`config.mk`:
```
export PLATFORM = sky130hd
export DESIGN_NAME = edge_stream_framer
export DESIGN_NICKNAME = d
export VERILOG_FILES = /design/src/rtl/edge_stream_framer.sv
export SDC_FILE = /design/constraint.sdc
export NUM_CORES = 1
export LEC_CHECK = 0
export ABC_CLOCK_PERIOD_IN_PS = 3800
export BUFFER_PORTS_ARGS = -buffer_cell sky130_fd_sc_hd__buf_2
export CORE_ASPECT_RATIO = 0.75
export CORE_MARGIN = 4
export CORE_UTILIZATION = 25
export CTS_CLUSTER_DIAMETER = 50
export DETAILED_ROUTE_END_ITERATION = 10
export GPL_TIMING_DRIVEN = 0
export PLACE_DENSITY = 0.4
export SLEW_MARGIN = 30
export SYNTH_ARGS = -nofsm -noshare
export SYNTH_HDL_FRONTEND = slang
export SYNTH_SLANG_ARGS = --single-unit
```
`constraint.sdc`:
```
create_clock -name ACLK -period 3.8 [get_ports ACLK]
set_clock_uncertainty 0.05 [all_clocks]
set_input_delay 0.76 -clock ACLK [delete_from_list [all_inputs] [get_ports ACLK]]
set_output_delay 0.76 -clock ACLK [all_outputs]
set_load 0.02 [all_outputs]
```
`src/rtl/edge_stream_framer.sv`:
```
// -----------------------------------------------------------------------------
// edge_stream_framer
//
// Final stage of the edge-detection AXI-stream pipeline. Takes the 8-bit edge
// magnitude stream and can binarize it against a runtime threshold. It also
// adds video framing so that a video DMA can consume the stream directly:
// TUSER marks start-of-frame and TLAST marks end-of-line. Edge pixels are
// counted per frame. The output register and one skid entry let the stage
// keep full throughput when the downstream applies backpressure.
//
// Ports
//   ACLK        clock, all logic on the rising edge
//   ARESETn     asynchronous active-low reset
//   TVALID_sub  input pixel valid
//   TDATA_sub   input edge magnitude (unsigned)
//   TREADY_sub  input ready (registered, low only while the skid entry is full)
//   TVALID_man  output pixel valid
//   TDATA_man   output pixel (binarized or pass-through)
//   TLAST_man   end-of-line flag on the last pixel of each line
//   TUSER_man   start-of-frame flag on pixel (0,0)
//   TREADY_man  downstream ready
//   BINARIZE    1: output is 8'hFF/8'h00 by threshold compare, 0: pass-through
//   THRESHOLD   binarize / edge threshold, unsigned
//   SOFT_CLR    synchronous flush of position counters, accumulator and buffers
//   FRAME_DONE  one-cycle pulse after the last pixel of a frame transfers out
//   EDGE_COUNT  pixels with input >= THRESHOLD in the last completed frame
// -----------------------------------------------------------------------------
module edge_stream_framer #(
    parameter int IMG_WIDTH  = 512,
    parameter int IMG_HEIGHT = 512,
    parameter int CNT_W      = 19
) (
    input  logic             ACLK,
    input  logic             ARESETn,
    input  logic             TVALID_sub,
    input  logic [7:0]       TDATA_sub,
    output logic             TREADY_sub,
    output logic             TVALID_man,
    output logic [7:0]       TDATA_man,
    output logic             TLAST_man,
    output logic             TUSER_man,
    input  logic             TREADY_man,
    input  logic             BINARIZE,
    input  logic [7:0]       THRESHOLD,
    input  logic             SOFT_CLR,
    output logic             FRAME_DONE,
    output logic [CNT_W-1:0] EDGE_COUNT
);

    localparam int COL_W = (IMG_WIDTH  > 1) ? $clog2(IMG_WIDTH)  : 1;
    localparam int ROW_W = (IMG_HEIGHT > 1) ? $clog2(IMG_HEIGHT) : 1;

    localparam logic [COL_W-1:0] COL_LAST = COL_W'(IMG_WIDTH - 1);
    localparam logic [ROW_W-1:0] ROW_LAST = ROW_W'(IMG_HEIGHT - 1);

    // A buffered pixel: the processed byte plus the framing tags it was
    // given when it was accepted. eof rides along so FRAME_DONE can be
    // raised when that exact pixel leaves, not when it arrives.
    typedef struct packed {
        logic [7:0] data;
        logic       last;
        logic       sof;
        logic       eof;
    } pix_t;

    // Binarization of one byte; the edge decision is computed once by the
    // caller because the edge counter needs it regardless of BINARIZE.
    function automatic logic [7:0] binarize(input logic [7:0] px,
                                            input logic       en,
                                            input logic       is_edge);
        logic [7:0] res;
        if (en) begin
            res = is_edge ? 8'hFF : 8'h00;
        end else begin
            res = px;
        end
        return res;
    endfunction

    // Position in the frame, edge accumulator and result register.
    logic [COL_W-1:0] col_q,  col_d;
    logic [ROW_W-1:0] row_q,  row_d;
    logic [CNT_W-1:0] acc_q,  acc_d;
    logic [CNT_W-1:0] ec_q,   ec_d;

    // Output register and skid entry.
    pix_t             out_q,  out_d;
    logic             out_vld_q, out_vld_d;
    pix_t             skid_q, skid_d;
    logic             skid_vld_q, skid_vld_d;

    logic             rdy_q,  rdy_d;
    logic             fd_q,   fd_d;

    logic             accept;
    logic             xfer;
    logic             is_edge;
    logic             at_last_col;
    logic             at_last_row;
    pix_t             in_pix;

    // ---- accept-side processing: tag and binarize the incoming byte ----
    always_comb begin
        accept      = TVALID_sub & rdy_q;
        xfer        = out_vld_q & TREADY_man;
        is_edge     = (TDATA_sub >= THRESHOLD);
        at_last_col = (col_q == COL_LAST);
        at_last_row = (row_q == ROW_LAST);

        in_pix      = '0;
        in_pix.data = binarize(TDATA_sub, BINARIZE, is_edge);
        in_pix.last = at_last_col;
        in_pix.sof  = (col_q == '0) && (row_q == '0);
        in_pix.eof  = at_last_col && at_last_row;
    end

    // ---- next-state: buffer movement, counters, frame statistics ----
    always_comb begin
        out_d      = out_q;
        out_vld_d  = out_vld_q;
        skid_d     = skid_q;
        skid_vld_d = skid_vld_q;
        col_d      = col_q;
        row_d      = row_q;
        acc_d      = acc_q;
        ec_d       = ec_q;
        fd_d       = 1'b0;
        rdy_d      = rdy_q;

        if (SOFT_CLR) begin
            // Flush wins over anything that would have happened this edge;
            // the last completed frame's count stays visible.
            out_vld_d  = 1'b0;
            skid_vld_d = 1'b0;
            col_d      = '0;
            row_d      = '0;
            acc_d      = '0;
            rdy_d      = 1'b1;
        end else begin
            // Buffer movement. The skid can only be filled while the output
            // register is held, and TREADY_sub is low while it is full, so an
            // accept never coincides with a full skid.
            if (xfer) begin
                if (skid_vld_q) begin
                    out_d      = skid_q;
                    skid_vld_d = 1'b0;
                end else if (accept) begin
                    out_d      = in_pix;
                end else begin
                    out_vld_d  = 1'b0;
                end
            end else if (!out_vld_q) begin
                if (accept) begin
                    out_d     = in_pix;
                    out_vld_d = 1'b1;
                end
            end else if (accept) begin
                skid_d     = in_pix;
                skid_vld_d = 1'b1;
            end

            // Frame completion is reported when the eof pixel leaves.
            fd_d = xfer & out_q.eof;

            // Position and edge statistics advance on accept only.
            if (accept) begin
                if (at_last_col) begin
                    col_d = '0;
                    if (at_last_row) begin
                        row_d = '0;
                    end else begin
                        row_d = row_q + ROW_W'(1);
                    end
                end else begin
                    col_d = col_q + COL_W'(1);
                end

                if (in_pix.eof) begin
                    ec_d  = acc_q + CNT_W'(is_edge);
                    acc_d = '0;
                end else begin
                    acc_d = acc_q + CNT_W'(is_edge);
                end
            end

            // Ready is registered and mirrors skid occupancy.
            rdy_d = ~skid_vld_d;
        end
    end

    // ---- state registers ----
    always_ff @(posedge ACLK or negedge ARESETn) begin
        if (!ARESETn) begin
            out_q      <= '0;
            out_vld_q  <= 1'b0;
            skid_vld_q <= 1'b0;
            col_q      <= '0;
            row_q      <= '0;
            acc_q      <= '0;
            ec_q       <= '0;
            fd_q       <= 1'b0;
            rdy_q      <= 1'b0;
        end else begin
            out_q      <= out_d;
            out_vld_q  <= out_vld_d;
            skid_vld_q <= skid_vld_d;
            col_q      <= col_d;
            row_q      <= row_d;
            acc_q      <= acc_d;
            ec_q       <= ec_d;
            fd_q       <= fd_d;
            rdy_q      <= rdy_d;
        end
    end

    // Skid payload is only meaningful while skid_vld_q is set, so it needs
    // no reset.
    always_ff @(posedge ACLK) begin
        skid_q <= skid_d;
    end

    // ---- outputs ----
    assign TREADY_sub = rdy_q;
    assign TVALID_man = out_vld_q;
    assign TDATA_man  = out_q.data;
    assign TLAST_man  = out_q.last;
    assign TUSER_man  = out_q.sof;
    assign FRAME_DONE = fd_q;
    assign EDGE_COUNT = ec_q;

endmodule

```
After elaboration in Yosys (flattened, before gate mapping)
Cells that the tools add are included.
Storage, ports and cells
  input bits: 22
  logic and storage cells: 71
  register bits: 82
  output and inout port bits: 32
Operators by class
  bitwise logic cells: 6
  multiplexer cells: 29
  equal/unequal tests: 5
  reduce and logical (&&, ||, !) cells: 11
  add/subtract/negate cells: 3
  order comparisons: 1
Operators by type and width (count)
  9-bit two-way mux: 7
  19-bit two-way mux: 3
  11-bit two-way mux: 4
  19-bit by 1-bit adder with 19-bit output: 1
  9-bit by 1-bit adder with 9-bit output, second input constant: 2
  9-bit == test, second input constant: 2
  9-bit zero test: 2
  8-bit two-way mux: 2
  1-bit two-way mux: 13
  8-bit >= comparator: 1
  3-bit != test, second input constant: 2
  2-bit AND reduction: 3
  4-bit AND reduction: 1
  2-bit nonzero test: 2
  1-bit AND: 3
  1-bit inverter: 3
  3-bit AND reduction: 1
  1-bit logical AND: 2
  2-bit by 1-bit != test with 1-bit output, second input constant: 1

Logic depth before layout (Yosys ltp)
Gate-level depths: netlist of the first run.
  depth after elaboration: 7
  mapped depth: 13
  gate-level depth less buffers: 13

Least setup slack after synthesis of the first run
No wires, ideal clock.
  kind: in2reg
  from: input port THRESHOLD[2]
  to: register ec_q[10] (netlist: EDGE_COUNT[10])
  path slack: 0.586 ns
  data required time: 3.617 ns
  data arrival time: 3.031 ns
  setup time: 0.133 ns
  stages: 13
  buffers on the path: 0
  cells stage by stage: inv_1 > ha_1 > and3_1 > o21ai_0 > a21oi_1 > or3b_2 > ha_1 > ha_1 > nand3_2 > nor2_1 > and4_1 > xnor2_1 > o21ai_0
Between the ends
  word-level cells in the longest chain between the ends: 2
Ends and longest elaborated chain
  start: declaration: line 44  | input logic [7:0] THRESHOLD,
  8-bit >= comparator: line 106  | is_edge = (TDATA_sub >= THRESHOLD);
  19-bit by 1-bit adder with 19-bit output: line 179  | ec_d = acc_q + CNT_W'(is_edge);
  end signal: assignment: line 200  | ec_q <= '0;
  end signal: assignment: line 210  | ec_q <= ec_d;
  end: declaration: line 84  | logic [CNT_W-1:0] ec_q, ec_d;
No other way between the ends.
A chain may end at the register's enable or synchronous reset.

Final worst setup path of the first run
  from: input port TDATA_sub[1]
  to: register ec_q[10] (netlist: EDGE_COUNT[10])
Between the ends
  word-level cells in the longest chain between the ends: 2
Ends and longest elaborated chain
  start: declaration: line 36  | input logic [7:0] TDATA_sub,
  8-bit >= comparator: line 106
  19-bit by 1-bit adder with 19-bit output: line 179
No other way between the ends.

==> results of run 1 <==
where the power goes:
group,total (mW),internal [mW],switching (mW)
clock network,0.879,0.505,0.374
logic,0.268,0.107,0.161
registers,0.945,0.926,0.0187
total,2.09,1.54,0.554
Yosys cell counts, types with 3 or more instances:
master / instances / area share
buf_6: 4 / 0.011
nand3_1: 13 / 0.015
o211ai_1: 8 / 0.014
xor2_1: 11 / 0.023
buf_4: 8 / 0.014
a21oi_1: 24 / 0.029
nor4_1: 3 / 0.0045
nand2b_1: 6 / 0.0089
a31oi_1: 6 / 0.0089
nand4_1: 6 / 0.0089
clkbuf_1: 12 / 0.011
and3_1: 12 / 0.018
edfxtp_1: 11 / 0.079
and2_1: 3 / 0.0045
ha_1: 16 / 0.048
o31ai_1: 11 / 0.020
xnor2_1: 7 / 0.015
nand2_1: 46 / 0.041
nor3_1: 6 / 0.0071
nor2_1: 33 / 0.029
dfrtp_1: 71 / 0.42
a22o_1: 3 / 0.0062
o22ai_1: 9 / 0.013
inv_1: 24 / 0.021
o21ai_0: 60 / 0.071
sequential cells by signal, indices dropped and copies added (netlist names):
signal,cells
TVALID_man,1
acc_q,19
skid_q,11
TUSER_man,1
col_q,9
EDGE_COUNT,19
TREADY_sub,1
TDATA_man,8
out_q,1
row_q,9
skid_vld_q,1
TLAST_man,1
FRAME_DONE,1
worst max-delay path, cell delays in order:
cell,delay [ps]
buf_2,110
ha_1,300
nor2b_1,140
o31ai_1,270
a21oi_1,110
or3b_2,470
ha_1,250
ha_1,260
nand3_2,170
nor2_1,140
and4_1,240
xnor2_1,180
o21ai_0,100
worst min path at each step:
stage                        start             end  slack (ps)  cells after the start
floorplan                  ARESETn   EDGE_COUNT[0]         410                      0
global route               ARESETn  EDGE_COUNT[14]         260                      1
CTS                        ARESETn  EDGE_COUNT[14]         240                      1
global placement     EDGE_COUNT[9]   EDGE_COUNT[9]         410                      2
finish                     ARESETn  EDGE_COUNT[14]         240                      1
detailed placement  EDGE_COUNT[15]  EDGE_COUNT[15]         410                      2
through the flow:
| stage | power, mW | cell area [um2] | hold WS, ps | utilization | instances |
|---|---|---|---|---|---|
| 2_1_floorplan | 1.13 | 4210 | 414 | - | 442 |
| 3_3_place_gp | 1.23 | 4720 | 412 | 0.290 | 703 |
| 3_5_place_dp | 1.24 | 4780 | 415 | 0.294 | 705 |
| 4_1_cts | 2.14 | 5070 | 242 | 0.312 | 721 |
| 5_1_grt | 2.20 | 5070 | 260 | 0.312 | 721 |
| 6_report | 2.09 | 5070 | 240 | 0.312 | 721 |
cell type report:
cell class	instances	share of cell area
clock buffer	12	0.0528
timing repair buffer	53	0.0584
clock inverter	4	0.00616
multi-input combinational	309	0.366
sequential	82	0.415
inverter	24	0.0178
tap	210	0.0518
buffer	27	0.0321
cells by family after synthesis:
| family | Yosys count | share of synthesized area |
|---|---|---|
| compound gates | 127 | 0.174 |
| flops | 82 | 0.501 |
| fa+ha+maj | 16 | 0.0476 |
| simple gates | 146 | 0.174 |
| buf+inv | 51 | 0.0601 |
| mux | 2 | 0.00535 |
| xor+xnor | 18 | 0.0375 |
placed cells by master (no fill, tap or decap), types with 4 or more instances in the layout:
cell	n
dfrtp_1	71
o21ai_0	60
buf_2	51
nand2_1	46
nor2_1	33
inv_1	24
a21oi_1	24
ha_1	16
clkbuf_1	13
nand3_1	13
and3_1	12
o31ai_1	11
xor2_1	11
edfxtp_1	11
clkbuf_16	10
o22ai_1	9
buf_4	9
o211ai_1	8
xnor2_1	7
nand4_1	6
nand2b_1	6
a31oi_1	6
buf_6	5
nor3_1	4
metal layers:
layer	GRT usage	vias up	share of wire
met5	0	-	0
met4	0.0451	0	0.017
met3	0.0318	13	0.041
met2	0.162	54	0.40
met1	0.174	1614	0.54
li1	-	1693	-
==> results.json, run 1 <==
{
  "place_ws_ps": 102,
  "syn_area_per_cell_um2": 9.52,
  "crit_fanout": 5,
  "drt-pass1-iter-count": 5,
  "core-area_mm2": 0.0163,
  "maxSlewHeadroom": 0.492,
  "finalNetCount": 544,
  "setup_violations": 0,
  "worstPathRequired_ps": 3970,
  "insertion_delay_ps": 350,
  "fmax_mhz": 300,
  "synth-seq-area-share": 0.501,
  "crit_arrival_ps": 3500,
  "nFillCells": 1719,
  "synthToLayoutAreaGrowth_pct": 20.6,
  "vias": 3374,
  "regArea_mm2": 0.00211,
  "synth_area_mm2": 0.00421,
  "vias_per_cell": 4.68,
  "cts-htree-levels": 3,
  "grt_pass1_vias": 3331,
  "layout_setup_ws_ps": 472,
  "rsz0062_at_grt": "false",
  "routed_wirelength_um": 10500,
  "startpoint": "TDATA_sub[1]",
  "ys.flop_type": "dfrtp_1",
  "crit_end": "EDGE_COUNT[10]",
  "regToRegEndpoint": "EDGE_COUNT[17]",
  "cts_hold_buf": 0,
  "critical_path.endpoint_type": "register",
  "tns_ps": 0,
  "hold_path.class": "in -> async",
  "r2r_slack_ps": 670,
  "outcome": "complete, no violations",
  "synth_nets": 480,
  "diodes": 0,
  "drive_gt1_frac": 0.184,
  "die_h_um": 120,
  "die_area_mm2": 0.0190,
  "hold_viol_final": 0,
  "syn_inst": 442,
  "period_share": 0.876,
  "startpoint_type": "input pin",
  "start_util": 0.259,
  "drt-initial-drc-count": 155,
  "drcViolationCount": 0,
  "post_cts_resized": 0,
  "clockBufferDepth": 2,
  "root_buffer": "clkbuf_16",
  "powerDensity_mw_per_mm2": 412,
  "fin_crit_ps": 3330,
  "path_class": "in -> reg",
  "synthArstFlopShare": 0.866,
  "io_pins": 54,
  "cap_violations": 0,
  "multiInputGateArea_mm2": 0.00186,
  "avgRoutedWirePerCell_um": 14.5,
  "worstRegToRegCells": 10,
  "drv_slew": 0,
  "place_congestion": 0.751,
  "grt_start_max_net_pins": 44,
  "synth_edf_count": 11,
  "ant_nets": 0,
  "post-dp-hpwl_um": 7610,
  "num_rows": 40,
  "synthDistinctLibCells": 43,
  "cts_tree": "yes",
  "clkTransAtPathRegs_ps": 70,
  "ys_ff_latch": 82,
  "total_leakage_power_nw": 2.33,
  "clock-sinks": 82,
  "die_w_um": 158,
  "place.port_buffers": 51,
  "vdd_drop_max_v": 0.000160,
  "crit-reg2reg-launch": "row_q[0]",
  "antenna_found_initial": 0,
  "cts_setup_buffers": 0,
  "grt_usage": 0.118,
  "yosysWarnings": 0,
  "max_slew.worst_pin.slew_ps": 757,
  "globalRoute.totalOverflow": 0,
  "cts_buffers": 9,
  "grt_first_pass_wirelength_um": 17500
}
Note: power is estimated with default switching activity, not from simulation.
==> run 2, diff against run 1 <==
--- a/config.mk
+++ b/config.mk
@@ -7,7 +7,7 @@
 export LEC_CHECK = 0
 export ABC_CLOCK_PERIOD_IN_PS = 3800
 export BUFFER_PORTS_ARGS = -buffer_cell sky130_fd_sc_hd__buf_2
-export CORE_ASPECT_RATIO = 0.75
+export CORE_ASPECT_RATIO = 1.1
 export CORE_MARGIN = 4
 export CORE_UTILIZATION = 25
 export CTS_CLUSTER_DIAMETER = 50
==> results.json, run 2 (same netlist as run 1, synthesis figures left out) <==
{
  "period_share": 0.871,
  "fin_crit_ps": 3310,
  "post-dp-hpwl_um": 7440,
  "drv_slew": 0,
  "place_ws_ps": 126,
  "post_cts_resized": 0,
  "cts_hold_buf": 0,
  "cpPeakStageDelay_ps": 490,
  "clkTransAtPathRegs_ps": 70,
  "path_class": "in -> reg",
  "total_leakage_power_nw": 2.32,
  "worstPathCellList": "buf_2 > ha_1 > and3_1 > o21ai_0 > a21oi_1 > or3b_2 > ha_1 > ha_1 > nand3_2 > nor2_1 > and4_1 > xnor2_1 > o21ai_0",
  "tns_ps": 0,
  "cap_violations": 0,
  "max_slew.worst_pin.slew_ps": 690,
  "grt_first_pass_wirelength_um": 17900,
  "place.port_buffers": 51,
  "hold_path.class": "in -> async",
  "slowest_stage": "or3b_2",
  "root_buffer": "clkbuf_16",
  "setup_violations": 0,
  "hold_slack_ps": 256,
  "die_h_um": 144,
  "maxSlewHeadroom": 0.536,
  "crit_arrival_ps": 3470,
  "total_power_mw": 2.11,
  "ant_nets": 0,
  "cts-htree-levels": 3,
  "start_util": 0.256,
  "place_congestion": 0.743,
  "cts_buffers": 9,
  "drt-pass1-iter-count": 4,
  "num_rows": 49,
  "cts_setup_buffers": 0,
  "drcViolationCount": 0,
  "vias": 3402,
  "crit_fanout": 5,
  "die_w_um": 132,
  "rsz0062_at_grt": "false",
  "outcome": "complete, no violations",
  "finalNetCount": 544,
  "powerDensity_mw_per_mm2": 416,
  "insertion_delay_ps": 340,
  "critical_path.endpoint_type": "register",
  "final_cell_mix": "dfrtp_1 (71), o21ai_0 (60), buf_2 (51)",
  "vdd_drop_max_v": 0.000219,
  "routed_wirelength_um": 10300,
  "fmax_mhz": 302,
  "critPathMostFrequentCell": "ha_1",
  "die_area_mm2": 0.0190,
  "startpoint_type": "input pin",
  "avgRoutedWirePerCell_um": 14.4,
  "diodes": 0,
  "mostFrequentLayoutCell": "dfrtp_1",
  "worstPathRequired_ps": 3960,
  "clock-sinks": 82,
  "worstRegToRegCells": 10,
  "grt_start_max_net_pins": 38,
  "hold_viol_final": 0,
  "io_pins": 54,
  "drt-initial-drc-count": 174,
  "clockBufferDepth": 2,
  "cts_tree": "yes",
  "vias_per_cell": 4.76,
  "grt_usage": 0.117,
  "antenna_found_initial": 0,
  "grt_pass1_vias": 3518,
  "core-area_mm2": 0.0164,
  "layout_setup_ws_ps": 489,
  "globalRoute.totalOverflow": 0,
  "synthToLayoutAreaGrowth_pct": 20.3,
  "drive_gt1_frac": 0.186
}
==> run 2: changes by cell type in the layout (fill, tap and decap cells not counted), sizes merged <==
| cell | change |
|---|---|
| clkbuf | -3 |
| clkinv | +2 |
| bufinv | +1 |
==> run 2: final timing paths <==
| path | start | endpoint | slack (ps) |
|---|---|---|---|
| max | TDATA_sub[2] | EDGE_COUNT[10] | 490 |
| min | ARESETn | EDGE_COUNT[8] | 260 |
| max reg2reg | col_q[0] | EDGE_COUNT[17] | 700 |
| min reg2reg | EDGE_COUNT[15] | EDGE_COUNT[15] | 420 |
| max in group asynchronous | ARESETn | row_q[5] | 2910 |
| min in group ACLK | EDGE_COUNT[15] | EDGE_COUNT[15] | 420 |
==> run 2: layer usage <==
metal  wire [um]  up-vias  share of wire  GRT usage
met1        4980     1642           0.48      0.150
met3         372       11          0.036     0.0261
li1            -     1688              -          -
met5           0        -              0          0
met4         179        0          0.017     0.0431
met2        4790       61           0.46      0.195
==> run 2: power breakdown <==
group | internal (mW) | switching (mW)
Clock | 0.515 | 0.380
Sequential | 0.926 | 0.0216
Combinational | 0.106 | 0.160
Total | 1.55 | 0.561
==> run 2: critical path: cells and delay by family <==
kind	cells	cell delay, ps
buffers and inverters	1	110
AND/OR/NAND/NOR	5	1180
AO/OA/AOI/OAI	3	450
adder cells (fa/ha/maj)	3	790
XOR/XNOR	1	170
==> run 2: per-stage QoR <==
stage | util | instance area (um2) | cells
2_1_floorplan | - | 4210 | 442
4_1_cts | 0.308 | 5060 | 715
5_1_grt | 0.308 | 5060 | 715
6_report | 0.308 | 5060 | 715
3_3_place_gp | 0.287 | 4720 | 697
3_5_place_dp | 0.290 | 4760 | 699
==> run 2: final cells by class <==
type,count,area (um2)
Buffer,27,163
Multi-Input combinational cell,309,1860
Inverter,24,90.1
Clock inverter,7,76.3
Timing Repair Buffer,53,289
Sequential cell,82,2110
Tap cell,204,255
Fill cell,1741,11400
Clock buffer,9,225
==> run 3, diff against run 2 <==
--- a/config.mk
+++ b/config.mk
@@ -10,7 +10,8 @@
 export CORE_ASPECT_RATIO = 1.1
 export CORE_MARGIN = 4
 export CORE_UTILIZATION = 25
-export CTS_CLUSTER_DIAMETER = 50
+export CTS_BUF_LIST = sky130_fd_sc_hd__clkbuf_4
+export CTS_CLUSTER_DIAMETER = 100
 export DETAILED_ROUTE_END_ITERATION = 10
 export GPL_TIMING_DRIVEN = 0
 export PLACE_DENSITY = 0.4
@@ -18,3 +19,4 @@
 export SYNTH_ARGS = -nofsm -noshare
 export SYNTH_HDL_FRONTEND = slang
 export SYNTH_SLANG_ARGS = --single-unit
+export TNS_END_PERCENT = 5
==> results.json, run 3 (same netlist as run 1, synthesis figures left out) <==
{
  "crit_fanout": 5,
  "cts-htree-levels": 3,
  "r2r_slack_ps": 680,
  "startpoint_type": "input pin",
  "die_h_um": 144,
  "core-area_mm2": 0.0164,
  "grt_usage": 0.117,
  "grt_first_pass_wirelength_um": 17800,
  "place.port_buffers": 51,
  "powerDensity_mw_per_mm2": 359,
  "cts_setup_buffers": 0,
  "cpPeakStageDelay_ps": 490,
  "crit_arrival_ps": 3460,
  "mostFrequentLayoutCell": "dfrtp_1",
  "post-dp-hpwl_um": 7440,
  "seqPwrFrac": 0.538,
  "pwr-share-comb": 0.151,
  "slowest_stage": "or3b_2",
  "clock-sinks": 82,
  "hold_path.class": "in -> async",
  "ant_nets": 0,
  "path_class": "in -> reg",
  "drv_slew": 0,
  "worstPathCellList": "buf_2 > ha_1 > and3_1 > o21ai_0 > a21oi_1 > or3b_2 > ha_1 > ha_1 > nand3_2 > nor2_1 > and4_1 > xnor2_1 > o21ai_0",
  "fmax_mhz": 317,
  "dp_cells": 699,
  "avgRoutedWirePerCell_um": 14.4,
  "root_buffer": "clkbuf_4",
  "globalRoute.totalOverflow": 0,
  "grt_start_max_net_pins": 38,
  "cts_hold_buf": 0,
  "setup_violations": 0,
  "routed_wirelength_um": 10300,
  "cts_tree": "yes",
  "drive_gt1_frac": 0.186,
  "vias_per_cell": 4.73,
  "rsz0062_at_grt": "false",
  "finalNetCount": 544,
  "nFillCells": 1763,
  "critical_path.endpoint_type": "register",
  "switching_power_uw": 523,
  "switching_share": 0.297,
  "start_util": 0.256,
  "cap_violations": 0,
  "num_rows": 49,
  "vdd_drop_max_v": 0.000129,
  "clkTransAtPathRegs_ps": 150,
  "vias": 3390,
  "drcViolationCount": 0,
  "stdcell_count": 716,
  "clkPwrFrac": 0.311,
  "period_share": 0.831,
  "insertion_delay_ps": 470,
  "total_leakage_power_nw": 2.26,
  "critPathMostFrequentCell": "ha_1",
  "hold_viol_final": 0,
  "final_cell_mix": "dfrtp_1 (71), o21ai_0 (60), buf_2 (51)",
  "grt_pass1_vias": 3521,
  "worstPathRequired_ps": 4100,
  "cts_buffers": 9,
  "regToRegEndpoint": "EDGE_COUNT[17]",
  "antenna_found_initial": 1,
  "io_pins": 54,
  "die_area_mm2": 0.0190,
  "tns_ps": 0,
  "regArea_mm2": 0.00211,
  "place_congestion": 0.743,
  "startpoint": "TDATA_sub[2]",
  "total_power_mw": 1.76,
  "power.internal_mw": 1.24,
  "maxSlewHeadroom": 0.533,
  "synthToLayoutAreaGrowth_pct": 16.7,
  "clockBufferDepth": 2,
  "multiInputGateArea_mm2": 0.00186,
  "worstRegToRegCells": 10,
  "die_w_um": 132,
  "drt-initial-drc-count": 206,
  "max_slew.worst_pin.slew_ps": 698,
  "drt-pass1-iter-count": 4,
  "fin_crit_ps": 3160,
  "post_cts_resized": 0,
  "crit-reg2reg-launch": "col_q[0]",
  "outcome": "complete, no violations"
}
## run 3: worst max-delay path, delay by kind of cell
family / cells / cell delay, ps
compound gates: 3 / 450
simple gates: 5 / 1180
fa+ha+maj: 3 / 790
buf+inv: 1 / 110
xor+xnor: 1 / 170
## run 3: worst max path at each step
| stage | endpoint | slack (ps) | depth (start not counted) |
|---|---|---|---|
| 3_5_place_dp | acc_q[10] | 130 | 13 |
| 3_3_place_gp | EDGE_COUNT[10] | 180 | 13 |
| 5_1_grt | EDGE_COUNT[17] | 440 | 10 |
| 4_1_cts | EDGE_COUNT[17] | 560 | 10 |
| 2_1_floorplan | EDGE_COUNT[10] | 590 | 13 |
| 6_report | EDGE_COUNT[10] | 640 | 13 |
## run 3: metal layers
metal | global-route usage | vias up | wire length [um]
met5 | 0 | - | 0
met4 | 0.0398 | 0 | 140
li1 | - | 1689 | -
met1 | 0.150 | 1631 | 4970
met2 | 0.194 | 61 | 4790
met3 | 0.0303 | 9 | 432
## run 3: final cells by class
type	instances	share of cell area
sequential	82	0.429
tap	204	0.0520
timing repair buffer	53	0.0589
inverter	24	0.0184
clock inverter	7	0.0156
clock buffer	9	0.0138
multi-input combinational	309	0.378
antenna	1	0.000510
buffer	27	0.0331
## run 3: power groups by stage
| stage | registers, mW | clock network [mW] | logic [mW] |
|---|---|---|---|
| final | 0.947 | 0.547 | 0.265 |
| after global routing | 0.953 | 0.619 | 0.303 |
| after CTS | 0.948 | 0.585 | 0.272 |
| after detailed placement | 0.964 | 0 | 0.271 |
| after global placement | 0.964 | 0 | 0.264 |
| after floorplan | 0.966 | 0 | 0.167 |
## run 3: through the flow
stage / hold WS [ps] / setup WS, ps / util / area, um2
final: 112 / 641 / 0.299 / 4910
after global routing: 101 / 438 / 0.299 / 4910
after CTS: 82.5 / 560 / 0.299 / 4900
after detailed placement: 416 / 126 / 0.290 / 4760
after global placement: 410 / 184 / 0.287 / 4720
after floorplan: 414 / 586 / - / 4210
